===== src/rtl/max7219_pkg.sv =====
// Shared definitions for the MAX7219 receive path: register addresses and the
// Code-B character table used by the receiver and the transmitter-side checkers.
package max7219_pkg;

  localparam logic [3:0] ADDR_NOOP      = 4'h0;
  localparam logic [3:0] ADDR_DIG0      = 4'h1;
  localparam logic [3:0] ADDR_DIG1      = 4'h2;
  localparam logic [3:0] ADDR_DIG2      = 4'h3;
  localparam logic [3:0] ADDR_DIG3      = 4'h4;
  localparam logic [3:0] ADDR_DIG4      = 4'h5;
  localparam logic [3:0] ADDR_DIG5      = 4'h6;
  localparam logic [3:0] ADDR_DIG6      = 4'h7;
  localparam logic [3:0] ADDR_DIG7      = 4'h8;
  localparam logic [3:0] ADDR_DECODE    = 4'h9;
  localparam logic [3:0] ADDR_INTENSITY = 4'hA;
  localparam logic [3:0] ADDR_SCANLIM   = 4'hB;
  localparam logic [3:0] ADDR_SHUTDOWN  = 4'hC;
  localparam logic [3:0] ADDR_TEST      = 4'hF;

  localparam int FRAME_BITS = 16;

  // Active-high segments, bit 0 = A ... bit 6 = G.
  function automatic logic [6:0] code_b_segments(input logic [3:0] code);
    logic [6:0] seg;
    case (code)
      4'h0:    seg = 7'h3F;
      4'h1:    seg = 7'h06;
      4'h2:    seg = 7'h5B;
      4'h3:    seg = 7'h4F;
      4'h4:    seg = 7'h66;
      4'h5:    seg = 7'h6D;
      4'h6:    seg = 7'h7D;
      4'h7:    seg = 7'h07;
      4'h8:    seg = 7'h7F;
      4'h9:    seg = 7'h6F;
      4'hA:    seg = 7'h40;
      4'hB:    seg = 7'h79;
      4'hC:    seg = 7'h76;
      4'hD:    seg = 7'h38;
      4'hE:    seg = 7'h73;
      default: seg = 7'h00;
    endcase
    return seg;
  endfunction

endpackage


===== src/rtl/max7219_receiver_if.sv =====
// Serial display link between a MAX7219-style transmitter (master) and the
// receiver (slave); spi_dout is the daisy-chain return.
interface max7219_receiver_if;
  logic spi_clk;
  logic spi_din;
  logic spi_load;
  logic spi_dout;

  modport master (output spi_clk, output spi_din, output spi_load, input spi_dout);
  modport slave  (input spi_clk, input spi_din, input spi_load, output spi_dout);
endinterface


===== src/rtl/max7219_spi_sampler.sv =====
// Oversamples the asynchronous serial link in the clk domain, shifts frames in
// and produces one-clk commit / error strobes with the latched address and data.
module max7219_spi_sampler
  import max7219_pkg::*;
(
  input  logic       clk,
  input  logic       reset,
  input  logic       spi_clk,
  input  logic       spi_din,
  input  logic       spi_load,
  output logic       spi_dout,
  output logic       frame_valid,
  output logic       frame_err,
  output logic [3:0] frame_addr,
  output logic [7:0] frame_data
);

  logic [2:0]  r_clk_sync;
  logic [2:0]  r_load_sync;
  logic [1:0]  r_din_sync;
  logic [15:0] r_shreg;
  logic [4:0]  r_bcnt;
  logic        r_dout;
  logic        r_frame_valid;
  logic        r_frame_err;
  logic [3:0]  r_frame_addr;
  logic [7:0]  r_frame_data;

  logic w_clk_rise;
  logic w_load_rise;

  assign w_clk_rise  = r_clk_sync[1] & ~r_clk_sync[2];
  assign w_load_rise = r_load_sync[1] & ~r_load_sync[2];

  // A load rise is tested first, so a clock edge landing in the same cycle is dropped.
  always_ff @(posedge clk) begin
    if (reset) begin
      r_clk_sync    <= '0;
      r_load_sync   <= '0;
      r_din_sync    <= '0;
      r_shreg       <= '0;
      r_bcnt        <= '0;
      r_dout        <= 1'b0;
      r_frame_valid <= 1'b0;
      r_frame_err   <= 1'b0;
      r_frame_addr  <= '0;
      r_frame_data  <= '0;
    end else begin
      r_clk_sync    <= {r_clk_sync[1:0], spi_clk};
      r_load_sync   <= {r_load_sync[1:0], spi_load};
      r_din_sync    <= {r_din_sync[0], spi_din};
      r_frame_valid <= 1'b0;
      r_frame_err   <= 1'b0;
      if (w_load_rise) begin
        if (r_bcnt >= 5'(FRAME_BITS)) begin
          r_frame_addr  <= r_shreg[11:8];
          r_frame_data  <= r_shreg[7:0];
          r_frame_valid <= 1'b1;
        end else begin
          r_frame_err <= 1'b1;
        end
        r_bcnt <= '0;
      end else if (w_clk_rise && !r_load_sync[1]) begin
        r_shreg <= {r_shreg[14:0], r_din_sync[1]};
        r_dout  <= r_shreg[15];
        if (r_bcnt != 5'd31) r_bcnt <= r_bcnt + 5'd1;
      end
    end
  end

  assign spi_dout    = r_dout;
  assign frame_valid = r_frame_valid;
  assign frame_err   = r_frame_err;
  assign frame_addr  = r_frame_addr;
  assign frame_data  = r_frame_data;

endmodule


===== src/rtl/max7219_receiver.sv =====
// MAX7219 receive end: register file, scan/PWM timing and the registered
// active-low digit/segment drivers, fed by the serial sampler.
module max7219_receiver
  import max7219_pkg::*;
#(
  parameter int DIGITS    = 8,
  parameter int PHASE_DIV = 32
) (
  input  logic                clk,
  input  logic                reset,
  max7219_receiver_if.slave   spi,
  output logic [DIGITS-1:0]   dig_n,
  output logic [6:0]          seg_n,
  output logic                dp_n,
  output logic                frame_valid,
  output logic [3:0]          frame_addr,
  output logic [7:0]          frame_data,
  output logic                frame_err
);

  localparam int PW = (PHASE_DIV > 1) ? $clog2(PHASE_DIV) : 1;
  localparam logic [PW-1:0] PRESC_MAX = PW'(PHASE_DIV - 1);

  logic       w_frame_valid;
  logic [3:0] w_frame_addr;
  logic [7:0] w_frame_data;

  max7219_spi_sampler u_sampler (
    .clk         (clk),
    .reset       (reset),
    .spi_clk     (spi.spi_clk),
    .spi_din     (spi.spi_din),
    .spi_load    (spi.spi_load),
    .spi_dout    (spi.spi_dout),
    .frame_valid (w_frame_valid),
    .frame_err   (frame_err),
    .frame_addr  (w_frame_addr),
    .frame_data  (w_frame_data)
  );

  assign frame_valid = w_frame_valid;
  assign frame_addr  = w_frame_addr;
  assign frame_data  = w_frame_data;

  logic [7:0] r_digit [8];
  logic [7:0] r_decode;
  logic [3:0] r_intensity;
  logic [2:0] r_scan_limit;
  logic       r_shutdown_n;
  logic       r_test;

  always_ff @(posedge clk) begin
    if (reset) begin
      for (int i = 0; i < 8; i++) r_digit[i] <= '0;
      r_decode     <= '0;
      r_intensity  <= '0;
      r_scan_limit <= '0;
      r_shutdown_n <= 1'b0;
      r_test       <= 1'b0;
    end else if (w_frame_valid) begin
      case (w_frame_addr)
        ADDR_NOOP: ;
        ADDR_DIG0, ADDR_DIG1, ADDR_DIG2, ADDR_DIG3,
        ADDR_DIG4, ADDR_DIG5, ADDR_DIG6, ADDR_DIG7:
          r_digit[w_frame_addr[2:0] - 3'd1] <= w_frame_data;
        ADDR_DECODE:    r_decode     <= w_frame_data;
        ADDR_INTENSITY: r_intensity  <= w_frame_data[3:0];
        ADDR_SCANLIM:   r_scan_limit <= w_frame_data[2:0];
        ADDR_SHUTDOWN:  r_shutdown_n <= w_frame_data[0];
        ADDR_TEST:      r_test       <= w_frame_data[0];
        default: ;
      endcase
    end
  end

  logic [PW-1:0] r_presc;
  logic [4:0]    r_phase;
  logic [2:0]    r_index;
  logic [2:0]    w_limit;

  assign w_limit = r_test ? 3'd7 : r_scan_limit;

  // The limit is only consulted at a slot advance, so a lowered limit never cuts a slot short.
  always_ff @(posedge clk) begin
    if (reset) begin
      r_presc <= '0;
      r_phase <= '0;
      r_index <= '0;
    end else if (r_presc == PRESC_MAX) begin
      r_presc <= '0;
      r_phase <= r_phase + 5'd1;
      if (r_phase == 5'd31) r_index <= (r_index >= w_limit) ? 3'd0 : r_index + 3'd1;
    end else begin
      r_presc <= r_presc + PW'(1);
    end
  end

  logic [7:0] w_data;
  logic       w_lit;
  logic [6:0] w_seg_on;
  logic       w_dp_on;

  assign w_data = r_digit[r_index];
  assign w_lit  = (r_shutdown_n | r_test)
                & ({1'b0, r_index} < 4'(DIGITS))
                & (r_test ? (r_phase != 5'd31) : (r_phase < {r_intensity, 1'b1}));

  always_comb begin
    w_seg_on = '0;
    if (r_test)                w_seg_on = 7'h7F;
    else if (r_decode[r_index]) w_seg_on = code_b_segments(w_data[3:0]);
    else w_seg_on = {w_data[0], w_data[1], w_data[2], w_data[3], w_data[4], w_data[5], w_data[6]};
  end

  assign w_dp_on = r_test | w_data[7];

  always_ff @(posedge clk) begin
    if (reset) begin
      dig_n <= '1;
      seg_n <= '1;
      dp_n  <= 1'b1;
    end else begin
      dig_n <= w_lit ? ~(DIGITS'(1) << r_index) : '1;
      seg_n <= w_lit ? ~w_seg_on : '1;
      dp_n  <= w_lit ? ~w_dp_on : 1'b1;
    end
  end

endmodule


===== src/flat_wrapper.sv =====
// flat-port wrapper written by rule: the top's interface ports become plain ports
module max7219_receiver_flat import max7219_pkg::*;
#(
  parameter int DIGITS    = 8,
  parameter int PHASE_DIV = 32
)
  (clk, reset, dig_n, seg_n, dp_n, frame_valid, frame_addr, frame_data, frame_err, spi_spi_clk, spi_spi_din, spi_spi_load, spi_spi_dout);
  max7219_receiver_if spi_i ();
  input  logic clk;
  input  logic reset;
  output logic [DIGITS-1:0] dig_n;
  output logic [6:0] seg_n;
  output logic dp_n;
  output logic frame_valid;
  output logic [3:0] frame_addr;
  output logic [7:0] frame_data;
  output logic frame_err;
  input wire logic [$bits(spi_i.spi_clk)-1:0] spi_spi_clk;
  input wire logic [$bits(spi_i.spi_din)-1:0] spi_spi_din;
  input wire logic [$bits(spi_i.spi_load)-1:0] spi_spi_load;
  output wire logic [$bits(spi_i.spi_dout)-1:0] spi_spi_dout;
  assign spi_i.spi_clk = spi_spi_clk;
  assign spi_i.spi_din = spi_spi_din;
  assign spi_i.spi_load = spi_spi_load;
  assign spi_spi_dout = spi_i.spi_dout;
  max7219_receiver #(.DIGITS(DIGITS), .PHASE_DIV(PHASE_DIV)) u_core (.clk(clk), .reset(reset), .spi(spi_i), .dig_n(dig_n), .seg_n(seg_n), .dp_n(dp_n), .frame_valid(frame_valid), .frame_addr(frame_addr), .frame_data(frame_data), .frame_err(frame_err));
endmodule

===== config.mk =====
export PLATFORM = sky130hd
export DESIGN_NAME = max7219_receiver_flat
export DESIGN_NICKNAME = d
export VERILOG_FILES = /design/src/rtl/max7219_pkg.sv /design/src/rtl/max7219_receiver_if.sv /design/src/rtl/max7219_spi_sampler.sv /design/src/rtl/max7219_receiver.sv /design/src/flat_wrapper.sv
export SDC_FILE = /design/constraint.sdc
export NUM_CORES = 1
export LEC_CHECK = 0
export ABC_AREA = 1
export CORE_MARGIN = 4
export CORE_UTILIZATION = 54
export CTS_CLUSTER_DIAMETER = 120
export DETAILED_ROUTE_END_ITERATION = 8
export MAX_ROUTING_LAYER = met4
export PLACE_DENSITY = 0.85
export REMOVE_ABC_BUFFERS = 1
export SLEW_MARGIN = 20
export SYNTH_ARGS = -nofsm -noshare
export SYNTH_HDL_FRONTEND = slang
export SYNTH_SLANG_ARGS = --single-unit

===== constraint.sdc =====
create_clock -name clk -period 2.3 [get_ports clk]
set_clock_uncertainty 0.2 [all_clocks]
set_input_delay 0.23 -clock clk [delete_from_list [all_inputs] [get_ports clk]]
set_output_delay 0.23 -clock clk [all_outputs]
set_load 0.01 [all_outputs]

Word level (Yosys, flattened, before mapping)

Memories as Yosys holds them, arrays and structs flattened. A register that Yosys moved wholly into a read port is not among the register bits.
Cells that the tools add are included.

Register bits: 90
RAM bits: 64
ROM bits: 112
Output and inout port bits: 31
Memories kept: 2

$add $sub $neg: 5
Order comparisons: 4
Equality and inequality tests: 17
Shift operators: 1
Muxes and demuxes: 20
Bitwise operators: 12
Reductions and logical operators: 17

Memory list:

| name            | depth | width | rd ports | clocked after memory_dff | wr ports | line                   | RTL |
|---|---|---|---|---|---|---|---|
| (no name shown) | 16    | 7     | 1        | 0                        | 0        | max7219_pkg.sv:25      | `case (code)` |
| u_core.r_digit  | 8     | 8     | 1        | 1                        | 8        | max7219_receiver.sv:45 | `logic [7:0] r_digit [8];` |

Operators by type and width:

| kind                | number |
|---|---|
| $eq 4x4->1 const B  | 6 |
| $reduce_and 2->1    | 9 |
| $eq 4x3->1 const B  | 4 |
| $reduce_or 8->1     | 2 |
| $add 5x1->5 const B | 3 |
| $mux 3              | 5 |
| $mux 7              | 2 |
| $mux 1              | 11 |
| $eq 5x5->1 const B  | 2 |
| $ne 5x5->1 const B  | 2 |
| $eq 4x2->1 const B  | 2 |
| $mux 8              | 1 |
| $not 8->8           | 1 |
| $reduce_or 2->1     | 4 |
| $shl 1x3->8 const A | 1 |
| $not 7->7           | 1 |
| $ge 5x5->1 const B  | 1 |
| $lt 5x5->1          | 1 |
| $not 1->1           | 5 |
| $eq 4x1->1 const B  | 1 |
| $lt 3x4->1 const B  | 1 |
| $add 3x1->3 const B | 1 |
| $and 1x1->1         | 3 |
| $bmux 1 s3          | 1 |
| 5 further kinds     | 6 |

Longest topological paths before layout

Depth in word-level cells: 8
Depth in mapped cells: 17

Hierarchy

Synthesis repeated with hierarchy kept, for this count alone.

Cell total of the unflattened synthesis: 814
Area total of the unflattened synthesis: 7093.1 µm²

Modules (own cells, without submodules):

| module              | instances | cells each | area an instance (µm²) |
|---|---|---|---|
| max7219_receiver    | 1         | 618        | 5353.9 |
| max7219_spi_sampler | 1         | 196        | 1739.2 |

Least setup slack after synthesis

OpenSTA, ideal clock, no wires.

Path type: register to register
Start: reg with a tool-made name
End: reg u_core.seg_n[4]
Library setup time: 116 ps
Arrival: 1825 ps
Data required time: 1984 ps
Slack: 159 ps
Stages on the path, launching flop included: 13
Path buffers: 1
Clock period less this slack: 2141 ps
Path through: dfxtp_1 -> inv_2 -> clkbuf_1 -> o21ai_1 -> o22ai_1 -> o21ai_1 -> inv_1 -> ha_1 -> nand3b_1 -> nand3_1 -> nand3_1 -> nand2_1 -> nand2_1

RTL lines:

| element              | line                    | RTL |
|---|---|---|
| to (signal assigned) | max7219_receiver.sv:124 | `seg_n <= w_lit ? ~w_seg_on : '1;` |
| to (decl)            | max7219_receiver.sv:13  | `output logic [6:0] seg_n,` |

==> out/metrics.csv <==
stage;metric;value;unit
status;status;finished, final reports clean;
timing;worst_slew_pin_slew;0.494;ns
floorplan;die-area;0.0145;sq mm
logic_synthesis;ys_seq_area_share;55.5;%
timing;fin_ws;0.113;ns
critical_path;worstPathArrival;2.10;ns
power;vdd_ir_drop_max;0.494;mV
critical_path;r2r_start;u_core.u_sampler.frame_addr[1];
layout;mostFrequentLayoutCell;nor2_1;
layout;area_delta_synth_final;18.9;%
power;total_power;5820;uW
logic_synthesis;synth_area_per_cell;8.57;sq um
floorplan;die_y;120;um
route;ant_nets;0;
clock_tree;cts_root_buf;clkbuf_16;
route;drt-wirelength-per-cell;15.1;um
critical_path;cp-end-kind;flip-flop;
critical_path;rr_worst_depth;8;
clock_tree;path_clk_slew;0.06;ns
route;via_count;5588;
global_routing;grt.total_usage;22.7;%
power;leakage;0.00329;uW
clock_tree;tritoncts;done;
clock_tree;clockBufferDepth;2;
placed_design;dp_hpwl;10.4;mm
timing;setup_viol;0;
route;drc_errors;0;
route;drt-total-wl;15.6;mm
layout;n_antenna_cell;0;
route;first_iter_violations;613;
logic_synthesis;ys_ff_latch;157;
route;first_pass_iters;7;
power;power_density;718;mW/mm^2
placed_design;port_buffers;35;
layout;final_cell_mix;nor2_1 (155), nand2_1 (126), dfxtp_1 (92), o21ai_0 (70), inv_1 (66);
clock_tree;clk_latency;0.42;ns
global_routing;grt_pass1_wl;25.3;mm
flow_run;max_cap_violations;0;
placed_design;pre_cts_slack;-0.0118;ns
critical_path;crit_end;u_core.r_digit[0][2];
clock_tree;cts_buffers;17;
global_routing;antenna_found_initial;0;
floorplan;core-area;0.0122;sq mm
placed_design;gp_congestion;0.901;
layout;nFillCells;914;
timing;fin_crit_sh;95.1;%
timing;final_hold_viol_count;0;
timing;slew_headroom;66.8;%
floorplan;io_pins;36;
floorplan;initial_core_util;55.9;%
layout;utilization;66.4;%
logic_synthesis;synthTopCellsByArea;edfxtp_1 (28%), dfxtp_1 (27%), nor2_1 (8.6%);
global_routing;grt_pass1_vias;5157;
hold_path;hp-class;primary input to flip-flop;
critical_path;r2r_setup_slack;0.11;ns
critical_path;startpoint;u_core.u_sampler.frame_addr[1];
critical_path;r2r_end;u_core.r_digit[0][2];
logic_synthesis;ys_warn_count;0;
timing;slew_violations;0;
logic_synthesis;synthDistinctLibCells;32;
clock_tree;cts_sinks;157;
critical_path;critPathMaxFanout;8;
layout;drive_above_1_share;10.2;%
global_routing;grt_overflow;0;
route;via_per_inst;5.39;
logic_synthesis;synthCells;796;
logic_synthesis;yosys.area.top_type_share;28.2;%
timing;min_period;2.19;ns
critical_path;required;2.21;ns
critical_path;start_kind;flip-flop;
logic_synthesis;syn_area;0.00682;sq mm
floorplan;std_cell_rows;40;
clock_tree;htree_levels;4;
layout;nNetsFinal;894;
floorplan;die_x;120;um
logic_synthesis;synth_top_area_cell;edfxtp_1;
critical_path;worstSetupPathType;flip-flop to flip-flop;
global_routing;grt_max_degree;30;
timing;fmax;457;MHz
[layout make-up]
class | instances | area [sq um] | area share (%)
timing repair buffer | 67 | 594 | 7.33
clock inverter | 8 | 56.3 | 0.694
clock buffer | 22 | 495 | 6.11
multi-input combinational | 535 | 2670 | 32.9
tap | 168 | 210 | 2.59
sequential | 157 | 3780 | 46.7
inverter | 80 | 303 | 3.73
[registers in the layout, indices dropped and copies added (netlist names), 7 cells and up, named ones only]
register and flops:
u_core.u_sampler.frame_data 8, u_core.seg_n 7, u_core.dig_n 8, u_core.r_digit 64, u_core.r_decode 8, u_core.u_sampler.r_shreg 16
[where the power goes]
group          internal, uW  switching [uW]
Sequential             2960            38.2
Clock                  1520            1100
Combinational          67.3             132
[timing repair]
item	4_1_cts	5_1_grt
gates resized for setup	2	16
endpoints found under the setup margin	6	78
hold buffers	0	0
setup buffers	0	0
endpoints found under the hold margin	0	0
[worst max-delay path, cell delays in order (launching register included)]
cell,delay [ns]
dfxtp_1,0.35
inv_1,0.12
ha_1,0.24
o21ai_0,0.12
o22ai_1,0.16
nand3_1,0.14
nor2_2,0.21
nand2_1,0.13
nand2_2,0.19
[through the flow]
step	TNS (ns)	hold WS, ns	std cells	cell area (sq um)
6_report	0	0.115	1037	8110
3_5_place_dp	-0.0931	0.199	1007	7520
4_1_cts	0	0.100	1037	8070
5_1_grt	-0.177	0.117	1037	8110
2_1_floorplan	-2.45	0.0991	772	6720
3_3_place_gp	0	0.192	1007	7520
[worst min-delay path by stage]
stage	startpoint	endpoint	slack (ns)	depth (start not counted)
global placement	u_core.u_sampler.r_din_sync[0]	u_core.u_sampler.r_din_sync[1]	0.19	2
finish	spi_spi_clk	u_core.u_sampler.r_clk_sync[0]	0.11	3
floorplan	reset	u_core.r_decode[0]	0.1	1
global route	spi_spi_clk	u_core.u_sampler.r_clk_sync[0]	0.12	3
CTS	spi_spi_load	u_core.u_sampler.r_load_sync[0]	0.10	3
detailed placement	u_core.u_sampler.r_clk_sync[0]	u_core.u_sampler.r_clk_sync[1]	0.20	2
[synthesized netlist by cell type]
cell      instances
buf_1             1
o211ai_1          2
nor2_2            2
nand2_2           3
ha_1             31
o22ai_1           8
buf_2             7
edfxtp_1         64
xor2_1            1
buf_4             2
o21ai_0          71
nor3_2            1
nand3b_1          4
a21oi_1          47
dfxtp_1          93
nor3b_1           1
nor3_1            8
nand4_1           4
nand2_1         135
inv_1            66
a31oi_1           2
nor2_1          157
clkbuf_1         14
inv_2             4
nand3_1          47
or2_2             1
nand3_2           2
nand3_4           1
o21ai_1           5
nor3_4            1
o21bai_1          1
clkinv_1         10
[cell families after synthesis]
kind of cell / after synthesis / synth area share, %
adder cells (fa/ha/maj): 31 / 5.68
AO/OA/AOI/OAI: 136 / 10.3
XOR/XNOR: 1 / 0.128
flip-flops: 157 / 55.5
AND/OR/NAND/NOR: 367 / 22.5
buffers and inverters: 104 / 5.96
[routing by layer]
layer  routed length (um)  vias up  GRT usage [%]
met1                 6710     2560           29.4
met2                 7390      254           35.2
met5                    0        -              -
met4                  306        0           7.65
met3                 1230       33           5.80
li1                     -     2741              -
Note: power is estimated with default switching activity, not from simulation.
